--- src/rtl/rtc_bus_responder.sv ---
// rtl/rtc_bus_responder.sv - register responder for a multiplexed, active-low-strobe address/data bus.
// Bus pins are sampled into s_*; edges are taken against p_*. Write actions are applied one cycle after detection.
module rtc_bus_responder #(
   parameter int DW   = 8,
   parameter int NREG = 16
) (
   input  logic          clk,
   input  logic          reset_n,
   input  logic          ChipSelect,
   input  logic          Read,
   input  logic          Write,
   input  logic          AoD,
   input  logic [DW-1:0] data_in,
   output logic [DW-1:0] data_out,
   output logic          data_oe,
   output logic [DW-1:0] addr_q,
   output logic          err
);
   localparam int AW = $clog2(NREG);
   localparam logic [DW:0] NREG_L = (DW+1)'(NREG);
   localparam logic [DW:0] CNT_L  = (DW+1)'(NREG - 1);

   typedef enum logic [1:0] {IDLE, ADDR, DATA} state_t;

   state_t        state_q, state_d;
   logic          s_cs_q, s_rd_q, s_wr_q, s_aod_q, p_cs_q, p_wr_q;
   logic [DW-1:0] s_data_q;
   logic [DW-1:0] wbuf_q, wbuf_d, addr_d, data_out_q, data_out_d;
   logic          data_oe_q, data_oe_d, err_q, err_d, abort_q, abort_d;
   logic          ld_addr_q, ld_addr_d, commit_q, commit_d;
   logic [DW-1:0] regs_q [NREG];
   logic [DW-1:0] regs_d [NREG];
   logic          wr_rise, cs_rise, err_event, in_range;
   logic [AW-1:0] addr_idx;

   assign data_out = data_out_q;
   assign data_oe  = data_oe_q;
   assign err      = err_q;
   assign addr_idx = addr_q[AW-1:0];
   assign in_range = ({1'b0, addr_q} < NREG_L);

   always_comb begin
      wr_rise   = !p_wr_q && s_wr_q;
      cs_rise   = !p_cs_q && s_cs_q;
      err_event = !s_cs_q && !s_rd_q && !s_wr_q;

      state_d = s_cs_q ? IDLE : (s_aod_q ? DATA : ADDR);

      wbuf_d = wbuf_q;
      if (state_q != IDLE && !s_wr_q) wbuf_d = s_data_q;
      if (cs_rise && !s_wr_q) wbuf_d = '0;

      // An aborted strobe stays poisoned until Write has returned high.
      abort_d = abort_q;
      if (err_event || (cs_rise && !s_wr_q)) abort_d = 1'b1;
      else if (s_wr_q) abort_d = 1'b0;

      err_d     = err_q | err_event;
      ld_addr_d = wr_rise && !s_cs_q && !abort_q && (state_q == ADDR);
      commit_d  = wr_rise && !s_cs_q && !abort_q && (state_q == DATA);

      addr_d = addr_q;
      if (ld_addr_q) addr_d = wbuf_q;

      // The last location is the write counter, so it never takes bus data.
      regs_d = regs_q;
      if (commit_q && ({1'b0, addr_q} < CNT_L)) begin
         regs_d[addr_idx] = wbuf_q;
         regs_d[NREG-1]   = regs_q[NREG-1] + DW'(1);
      end

      data_oe_d  = !s_cs_q && s_aod_q && !s_rd_q && (state_q == DATA);
      data_out_d = '0;
      if (data_oe_d) data_out_d = in_range ? regs_q[addr_idx] : '1;
   end

   always_ff @(posedge clk or negedge reset_n) begin
      if (!reset_n) begin
         s_cs_q     <= 1'b1;
         s_rd_q     <= 1'b1;
         s_wr_q     <= 1'b1;
         s_aod_q    <= 1'b0;
         p_cs_q     <= 1'b1;
         p_wr_q     <= 1'b1;
         s_data_q   <= '0;
         state_q    <= IDLE;
         wbuf_q     <= '0;
         addr_q     <= '0;
         data_out_q <= '0;
         data_oe_q  <= 1'b0;
         err_q      <= 1'b0;
         abort_q    <= 1'b0;
         ld_addr_q  <= 1'b0;
         commit_q   <= 1'b0;
         for (int i = 0; i < NREG; i++) regs_q[i] <= '0;
      end else begin
         s_cs_q     <= ChipSelect;
         s_rd_q     <= Read;
         s_wr_q     <= Write;
         s_aod_q    <= AoD;
         p_cs_q     <= s_cs_q;
         p_wr_q     <= s_wr_q;
         s_data_q   <= data_in;
         state_q    <= state_d;
         wbuf_q     <= wbuf_d;
         addr_q     <= addr_d;
         data_out_q <= data_out_d;
         data_oe_q  <= data_oe_d;
         err_q      <= err_d;
         abort_q    <= abort_d;
         ld_addr_q  <= ld_addr_d;
         commit_q   <= commit_d;
         regs_q     <= regs_d;
      end
   end
endmodule

--- config.mk ---
export PLATFORM = sky130hd
export DESIGN_NAME = rtc_bus_responder
export DESIGN_NICKNAME = d
export VERILOG_FILES = /design/src/rtl/rtc_bus_responder.sv
export SDC_FILE = /design/constraint.sdc
export NUM_CORES = 1
export LEC_CHECK = 0
export BUFFER_PORTS_ARGS = -buffer_cell sky130_fd_sc_hd__buf_4
export CORE_ASPECT_RATIO = 0.5
export CORE_MARGIN = 2
export CORE_UTILIZATION = 55
export DETAILED_ROUTE_END_ITERATION = 10
export PLACE_DENSITY = 0.77
export SYNTH_ARGS = -nofsm -noshare
export SYNTH_HDL_FRONTEND = slang
export SYNTH_SLANG_ARGS = --single-unit
export TNS_END_PERCENT = 10
--- constraint.sdc ---
create_clock -name clk -period 5.88 [get_ports clk]
set_clock_uncertainty 0.05 [all_clocks]
set_input_delay 0 -clock clk [delete_from_list [all_inputs] [get_ports clk]]
set_output_delay 0 -clock clk [all_outputs]
set_load 0.01 [all_outputs]
# [Word level (Yosys, flattened, before mapping)]
# Index checks and enable logic that the tools add are counted.
[op_classes] muxes=14 eq_ne=2 addsub=1 n_reduce_logical=25 order_cmp=4 bitwise_logic=2
[op_table] cell="$bwmux 128" n=1
[op_table] cell="$mux 8" n=7
[op_table] cell="$bmux 8 s4" n=1
[op_table] cell="$demux 8 s4" n=1
[op_table] cell="$logic_and 1x1->1" n=15
[op_table] cell="$add 8x1->8 const B" n=1
[op_table] cell="$lt 8x4->1 const B" n=1
[op_table] cell="$lt 8x5->1 const B" n=1
[op_table] cell="$logic_not 1->1" n=6
[op_table] cell="$reduce_bool 2->1" n=3
[op_table] cell="$ge 5x5->1 const B" n=1
[op_table] cell="$lt 5x1->1 const B" n=1
[op_table] cell="$not 4->5" n=1
[op_table] cell="$mux 2" n=2
[op_table] cell="$eq 2x1->1 const B" n=1
[op_table] cell="$eq 2x2->1 const B" n=1
[op_table] cell="$mux 1" n=2
[op_table] cell="$logic_or 1x1->1" n=1
[op_table] cell="$or 1x1->1" n=1
[word_totals] elab_cells=80 inputBits=14 register_bits=173

# [Depth between registers and ports, before layout]
# Gate-level depths: netlist of run 1.
[depth] word_depth=6 ltp_mapped=7

# [Worst setup path before layout of run 1]
# Ideal clock, no wire load.
[synth_path] path_type="register to register" start="register addr_q[7]" end="register regs_q[100] (netlist name)" period_less_slack_ns=2.105 t_required_ns=5.705 stages_incl_launch_ff=6 setup_time_ns=0.125 t_arrival_ns=1.931 slack_ns=3.775 path_buffers=1 path_cell_list="dfrtp_1 > or4_4 > clkbuf_8 > nor4_4 > nand3_2 > mux2_2"
[synth_between] elab_chain_cells=2
[synth_lines] item="from (decl)" line="16" text="output logic [DW-1:0] addr_q,"
[synth_lines] item="from (signal assigned)" line="106" text="addr_q <= addr_d;"
[synth_lines] item="$lt 8x4->1" line="67" text="if (commit_q && ({1'b0, addr_q} < CNT_L)) begin"
[synth_lines] item="$logic_and 1x1->1" line="67"
[synth_lines] item="to (signal assigned)" line="113" text="regs_q <= regs_d;"
[synth_lines] item="to (decl)" line="31" text="logic [DW-1:0] regs_q [NREG];"
# Every way passes these cells.
# A chain may end at the register's enable or synchronous reset.

# [Worst setup path after layout of run 1]
[layout_path] start="register addr_q[3]" end="register regs_q[38] (netlist name)"
[layout_between] elab_chain_cells=6
[layout_lines] item="$not 4->5 (implied by the code)" line="68" text="regs_d[addr_idx] = wbuf_q;"
[layout_lines] item="$ge 5x5->1 (implied by the code) / $lt 5x1->1 (equally long branches)" line="68"
[layout_lines] item="$logic_and 1x1->1 (implied by the code)" line="68"
[layout_lines] item="$mux 8 (implied by the code)" line="68"
[layout_lines] item="$demux 8 s4" line="68"
[layout_lines] item="$bwmux 128" line="68"
# Parallel ways exist; a longest one is shown, timed or not.

==> results of run 1 <==
report_power, final:
| part | leakage [µW] | switching (µW) | internal [µW] |
|---|---|---|---|
| combinational | 0.00140 | 169 | 150 |
| sequential | 0.00235 | 139 | 1240 |
| clock | 0.000285 | 535 | 571 |
flip-flops by register name (all words and copies together) (netlist names), 2 cells and up:
| signal | count |
|---|---|
| s_data_q | 8 |
| regs_q | 128 |
| data_out | 8 |
| wbuf_q | 8 |
| state_q | 2 |
| addr_q | 8 |
logic make-up (layout without fill, tap and decap cells):
| family | after synthesis | in the layout | synth area share |
|---|---|---|---|
| multiplexers | 186 | 186 | 0.2838 |
| XOR/XNOR | 7 | 7 | 0.008196 |
| AND/OR/NAND/NOR | 86 | 86 | 0.06306 |
| adder cells (fa/ha/maj) | 1 | 1 | 0.001672 |
| flip-flops | 173 | 173 | 0.5795 |
| buffers and inverters | 35 | 81 | 0.02041 |
| AO/OA/AOI/OAI | 46 | 46 | 0.04332 |
cell type report:
type / instances / area, µm² / share of cell area
inverter: 2 / 7.507 / 0.0008794
multi-input combinational: 326 / 2993 / 0.3506
sequential: 173 / 4339 / 0.5083
clock buffer: 17 / 425.4 / 0.04983
tap: 176 / 220.2 / 0.02580
clock inverter: 15 / 162.7 / 0.01905
timing repair buffer: 47 / 389.1 / 0.04558
cell usage after synthesis (4+ instances only):
master	number
a221oi_1	7
nand2_1	39
o21ai_0	8
xnor2_1	4
mux4_2	8
mux2i_1	49
nor2_1	7
o32ai_1	7
nand4_1	6
nor2b_1	6
buf_2	9
a22oi_1	8
a211oi_1	7
clkbuf_1	21
dfstp_2	5
mux2_2	128
a21oi_1	7
dfrtp_1	168
path summary, 6_finish.rpt:
path / from / slack [ps] / cells past startpoint / to
max: addr_q[3]$_DFFE_PN0P_ / 2990 / 4 / regs_q[38]$_DFFE_PN0P_
min: reset_n / 1 / 2 / regs_q[110]$_DFFE_PN0P_
max reg2reg: addr_q[3]$_DFFE_PN0P_ / 2990 / 4 / regs_q[38]$_DFFE_PN0P_
min reg2reg: s_wr_q$_DFF_PN1_ / 340 / 0 / p_wr_q$_DFF_PN1_
max in group asynchronous: reset_n / 4580 / 3 / addr_q[0]$_DFFE_PN0P_
min in group clk: data_in[6] / 160 / 2 / s_data_q[6]$_DFF_PN0_
metal layers:
layer	wire (µm)	share of wire
met1	7325	0.45
met5	0	0
met3	1099	0.068
met4	150	0.0093
met2	7581	0.47
timing repair:
action | 4_1_cts | 5_1_grt
resized for setup | 0 | 0
hold buffers | 13 | 0
hold endpoints to repair | 58 | 0
worst max-delay path: stages, from the launching register on:
cell     delay (ps)
dfrtp_1         830
nor2b_1         690
and3_1          350
nand3_1         390
mux2_2          450
stage by stage:
| stage | area [µm²] | util | power, µW |
|---|---|---|---|
| 5_1_grt | 8537 | 0.6371 | 2907 |
| 4_1_cts | 8537 | 0.6371 | 2813 |
| 3_5_place_dp | 7819 | 0.5835 | 1710 |
| 6_report | 8537 | 0.6371 | 2803 |
| 3_3_place_gp | 7819 | 0.5835 | 1705 |
| 2_1_floorplan | 7481 | - | 1569 |
==> results.sh, run 1 <==
export IMPL_ys_types=43
export IMPL_layout_nets=582
export IMPL_grt_pass1_vias=4571
export IMPL_num_rows=30
export IMPL_hold_violations=0
export IMPL_synthesis_nets=549
export IMPL_powerDensity_mw_per_mm2=328.3
export IMPL_path_max_fanout=19
export IMPL_ant_nets=0
export IMPL_syn2layout_area_growth_pct=14.12
export IMPL_cts_clk_slew_worst_paths_ps=70
export IMPL_drv_cap=0
export IMPL_rsz0062_at_grt="false"
export IMPL_syn_avg_cell_area_um2=14.01
export IMPL_synth_top_area_cell="dfrtp_1"
export IMPL_tns_ps=0
export IMPL_portBuffers=31
export IMPL_use_met1=0.3464
export IMPL_synth_top_area_share=0.5620
export IMPL_finalMaxSlewViolations=0
export IMPL_antenna_found_initial=0
export IMPL_wire_per_inst_um=21.37
export IMPL_fillCellCount=966
export IMPL_synth_edf_count=0
export IMPL_dieArea_mm2=0.01461
export IMPL_grt_busiest_layer="met2"
export IMPL_synthTopCellsByArea="dfrtp_1 56%, mux2_2 19%, mux2i_1 6.6%"
export IMPL_fin_ws_ps=2994
export IMPL_synth_area_mm2=0.007481
export IMPL_post_dp_hpwl_um=9968
export IMPL_fin_crit_ps=2886
export IMPL_final_cells=756
export IMPL_ys_seq_area_frac=0.5795
export IMPL_dr_pass1_iters=4
export IMPL_clock_fmax_mhz=346.5
export IMPL_first_iter_violations=300
export IMPL_ys_flop_type="dfrtp_1"
export IMPL_routed_wl_um=16160
export IMPL_drc=0
export IMPL_cts_root_to_sink_buffers=2
export IMPL_n_antenna_cell=0
export IMPL_cp_end_kind="flop"
export IMPL_grt_use_met2=0.3651
export IMPL_path_class="flop to flop"
export IMPL_overflow=0
export IMPL_ys_ff_latch=173
export IMPL_post_route_period_util=0.4908
export IMPL_syn_inst=534
export IMPL_gp_congestion=0.7808
export IMPL_final_cell_mix="167 x dfrtp_1, 128 x mux2_2, 49 x mux2i_1"
export IMPL_start_util=0.5583
export IMPL_status="completed"
export IMPL_dp_cells=711
export IMPL_die_h_um=86.47
export IMPL_async_flop_share=1.000
export IMPL_cts_setup_buffers=0
export IMPL_hold_ws_ps=1.029
export IMPL_via_count=4503
export IMPL_viasPerCell=5.956
export IMPL_maxSlewHeadroom=0.2574
export IMPL_htreeDepth=4
export IMPL_ir_drop_v=0.0002384
export IMPL_cp_start_kind="flop"
export IMPL_use_met3=0.05388
export IMPL_cts_tree="done"
export IMPL_layout_drive_gt1_share=0.3759
export IMPL_yosysWarnings=0
export IMPL_die_w_um=168.9
export IMPL_io_pins=32
export IMPL_grt_pass1_wl_um=25700
export IMPL_final_common_cell="dfrtp_1"
export IMPL_place_ws_ps=3055
export IMPL_coreArea_mm2=0.01340
export IMPL_track_usage=0.2362
export IMPL_grt_max_degree=66
export IMPL_clk_insertion_delay_late_ps=430
export IMPL_cts_buffers=17
export IMPL_clock_sinks=173
export IMPL_worstMarginPinSlew_ps=1114
export IMPL_setup_violations=0
export IMPL_arrival_ps=3150
export IMPL_critical_path_required_ps=6140
export IMPL_clock_root_buffer="clkbuf_16"
export IMPL_power_leakage_uw=0.004034
export IMPL_hold_class="input port to asynchronous set/reset pin"
(Power assumes the default switching activity.)
==> inputs of run 2 (changes only) <==
--- a/config.mk
+++ b/config.mk
@@ -10,7 +10,7 @@
 export CORE_MARGIN = 2
 export CORE_UTILIZATION = 55
 export DETAILED_ROUTE_END_ITERATION = 10
-export PLACE_DENSITY = 0.77
+export PLACE_DENSITY = 0.8
 export SYNTH_ARGS = -nofsm -noshare
 export SYNTH_HDL_FRONTEND = slang
 export SYNTH_SLANG_ARGS = --single-unit
==> constraint.sdc (replaced) <==
create_clock -name clk -period 2.6 [get_ports clk]
set_clock_uncertainty 0.05 [all_clocks]
set_input_delay 0 -clock clk [delete_from_list [all_inputs] [get_ports clk]]
set_output_delay 0 -clock clk [all_outputs]
set_load 0.01 [all_outputs]
==> run 2 against run 1 <==
Sequential cell count unchanged. Clock power increased by 130%. Register-to-register slack got worse by 2700 ps. Cell count increased by 1.2%. Critical endpoint is now regs_q[64]$_DFFE_PN0P_. Largest cell class unchanged. Largest power group unchanged.
==> results.sh, run 2 (synthesis gave the netlist of run 1 again) <==
export IMPL_num_rows=30
export IMPL_cts_tree="done"
export IMPL_cp_end_kind="flop"
export IMPL_rsz0062_at_grt="false"
export IMPL_final_cell_mix="167 x dfrtp_1, 128 x mux2_2, 49 x mux2i_1"
export IMPL_crit_chain="or4_4 -> nor4b_4 -> nand3_1 -> mux2_2"
export IMPL_hold_violations=0
export IMPL_place_ws_ps=325.6
export IMPL_final_common_cell="dfrtp_1"
export IMPL_critPathTopFamily="simple AND/OR/NAND/NOR gates"
export IMPL_maxSlewHeadroom=0.4778
export IMPL_post_route_cell_area_mm2=0.008673
export IMPL_rr_endpoint="regs_q[64]$_DFFE_PN0P_"
export IMPL_layout_drive_gt1_share=0.3854
export IMPL_cts_repair_resized=0
export IMPL_cts_root_to_sink_buffers=2
export IMPL_largest_register_ffs=128
export IMPL_syn2layout_area_growth_pct=15.94
export IMPL_wire_per_inst_um=21.09
export IMPL_viasPerCell=5.946
export IMPL_layout_nets=591
export IMPL_die_w_um=168.9
export IMPL_powerDensity_mw_per_mm2=747.1
export IMPL_r2r_slack_ps=260
export IMPL_fin_crit_ps=2339
export IMPL_r2r_start="addr_q[7]$_DFFE_PN0P_"
export IMPL_fillCellCount=942
export IMPL_path_buf_inv=0
export IMPL_clock_fmax_mhz=427.4
export IMPL_die_h_um=86.47
export IMPL_start_util=0.5583
export IMPL_reg2reg_depth=4
export IMPL_seq_area_mm2=0.004339
export IMPL_grt_pass1_wl_um=25840
export IMPL_clk_insertion_delay_late_ps=430
export IMPL_path_max_fanout=11
export IMPL_first_iter_violations=422
export IMPL_dieArea_mm2=0.01461
export IMPL_place_area_mm2=0.007911
export IMPL_path_class="flop to flop"
export IMPL_antenna_found_initial=0
export IMPL_htreeDepth=4
export IMPL_clock_sinks=173
export IMPL_cts_buffers=17
export IMPL_cp_start_kind="flop"
export IMPL_post_dp_hpwl_um=9967
export IMPL_critical_path_required_ps=2850
export IMPL_cp_slowest_stage_delay_ps=650
export IMPL_tns_ps=0
export IMPL_dr_pass1_iters=4
export IMPL_routed_wl_um=16130
export IMPL_worstMarginPinSlew_ps=783.3
export IMPL_arrival_ps=2590
export IMPL_cp_slowest_cell="or4_4"
export IMPL_setup_violations=0
export IMPL_drc=0
export IMPL_track_usage=0.2368
export IMPL_grt_pass1_vias=4576
export IMPL_fin_ws_ps=260.5
export IMPL_power_leakage_uw=0.004107
export IMPL_cts_clk_slew_worst_paths_ps=80
export IMPL_status="completed"
export IMPL_multi_input_area_mm2=0.002993
export IMPL_post_route_period_util=0.8998
export IMPL_via_count=4549
export IMPL_overflow=0
export IMPL_portBuffers=31
export IMPL_clock_root_buffer="clkbuf_16"
export IMPL_n_antenna_cell=0
export IMPL_grt_max_degree=79
export IMPL_ir_drop_v=0.0004246
export IMPL_ant_nets=0
export IMPL_finalMaxSlewViolations=0
export IMPL_io_pins=32
export IMPL_coreArea_mm2=0.01340
export IMPL_drv_cap=0
export IMPL_hold_class="input port to asynchronous set/reset pin"
export IMPL_regMostFlops="regs_q"
export IMPL_gp_congestion=0.8203
==> run 2: changes by cell type in the layout (fill, tap and decap cells not counted), sizes merged <==
cell and change:
buf +9, clkinv +2, clkinvlp -1, inv -1
==> run 2: cell type report <==
cell class,instances,area share
Sequential cell,173,0.5003
Multi-Input combinational cell,326,0.3451
Timing Repair Buffer,56,0.05554
Clock buffer,17,0.04905
Tap cell,176,0.02539
Clock inverter,15,0.02380
Inverter,2,0.0008656
==> run 2: worst register-to-register path: stages (launching register included) <==
cell and delay (ps):
dfrtp_1 410, or4_4 650, nor4b_4 330, nand3_1 380
mux2_2 410
==> run 2: how the worst max path moves through the flow <==
| stage | startpoint | end | slack (ps) | depth (start not counted) |
|---|---|---|---|---|
| after global routing | addr_q[7]$_DFFE_PN0P_ | regs_q[71]$_DFFE_PN0P_ | 180 | 4 |
| after detailed placement | addr_q[7]$_DFFE_PN0P_ | regs_q[67]$_DFFE_PN0P_ | 330 | 4 |
| after CTS | addr_q[7]$_DFFE_PN0P_ | regs_q[64]$_DFFE_PN0P_ | 280 | 4 |
| after floorplan | addr_q[7]$_DFFE_PN0P_ | regs_q[100]$_DFFE_PN0P_ | 490 | 5 |
| final | addr_q[7]$_DFFE_PN0P_ | regs_q[64]$_DFFE_PN0P_ | 260 | 4 |
| after global placement | addr_q[7]$_DFFE_PN0P_ | regs_q[71]$_DFFE_PN0P_ | 370 | 4 |
==> run 2: through the flow <==
step	std cells	utilization	hold WS, ps	power [µW]
3_3_place_gp	720	0.5904	-69.15	3878
5_1_grt	765	0.6472	74.87	6706
3_5_place_dp	720	0.5904	-64.46	3900
2_1_floorplan	534	-	-345.6	3548
6_report	765	0.6472	33.41	6480
4_1_cts	765	0.6472	44.93	6501
==> run 2: layer usage <==
layer  up-vias  routed length, µm  track usage
met3        13               1161      0.04338
met4         0                191      0.06191
met1      2342               7664       0.3715
met5         -                  0            0
met2       157               7115       0.3420
li1       2037                  -            -
==> run 2: where the power goes <==
group / internal [µW] / switching, µW
logic: 370 / 444
clock network: 1340 / 1270
registers: 2800 / 260
total: 4510 / 1970
==> run 2: repair_timing <==
action / 4_1_cts / 5_1_grt
endpoints found under the setup margin: 0 / 0
hold buffers: 13 / 0
setup buffers: 0 / 0
hold endpoints to repair: 149 / 0
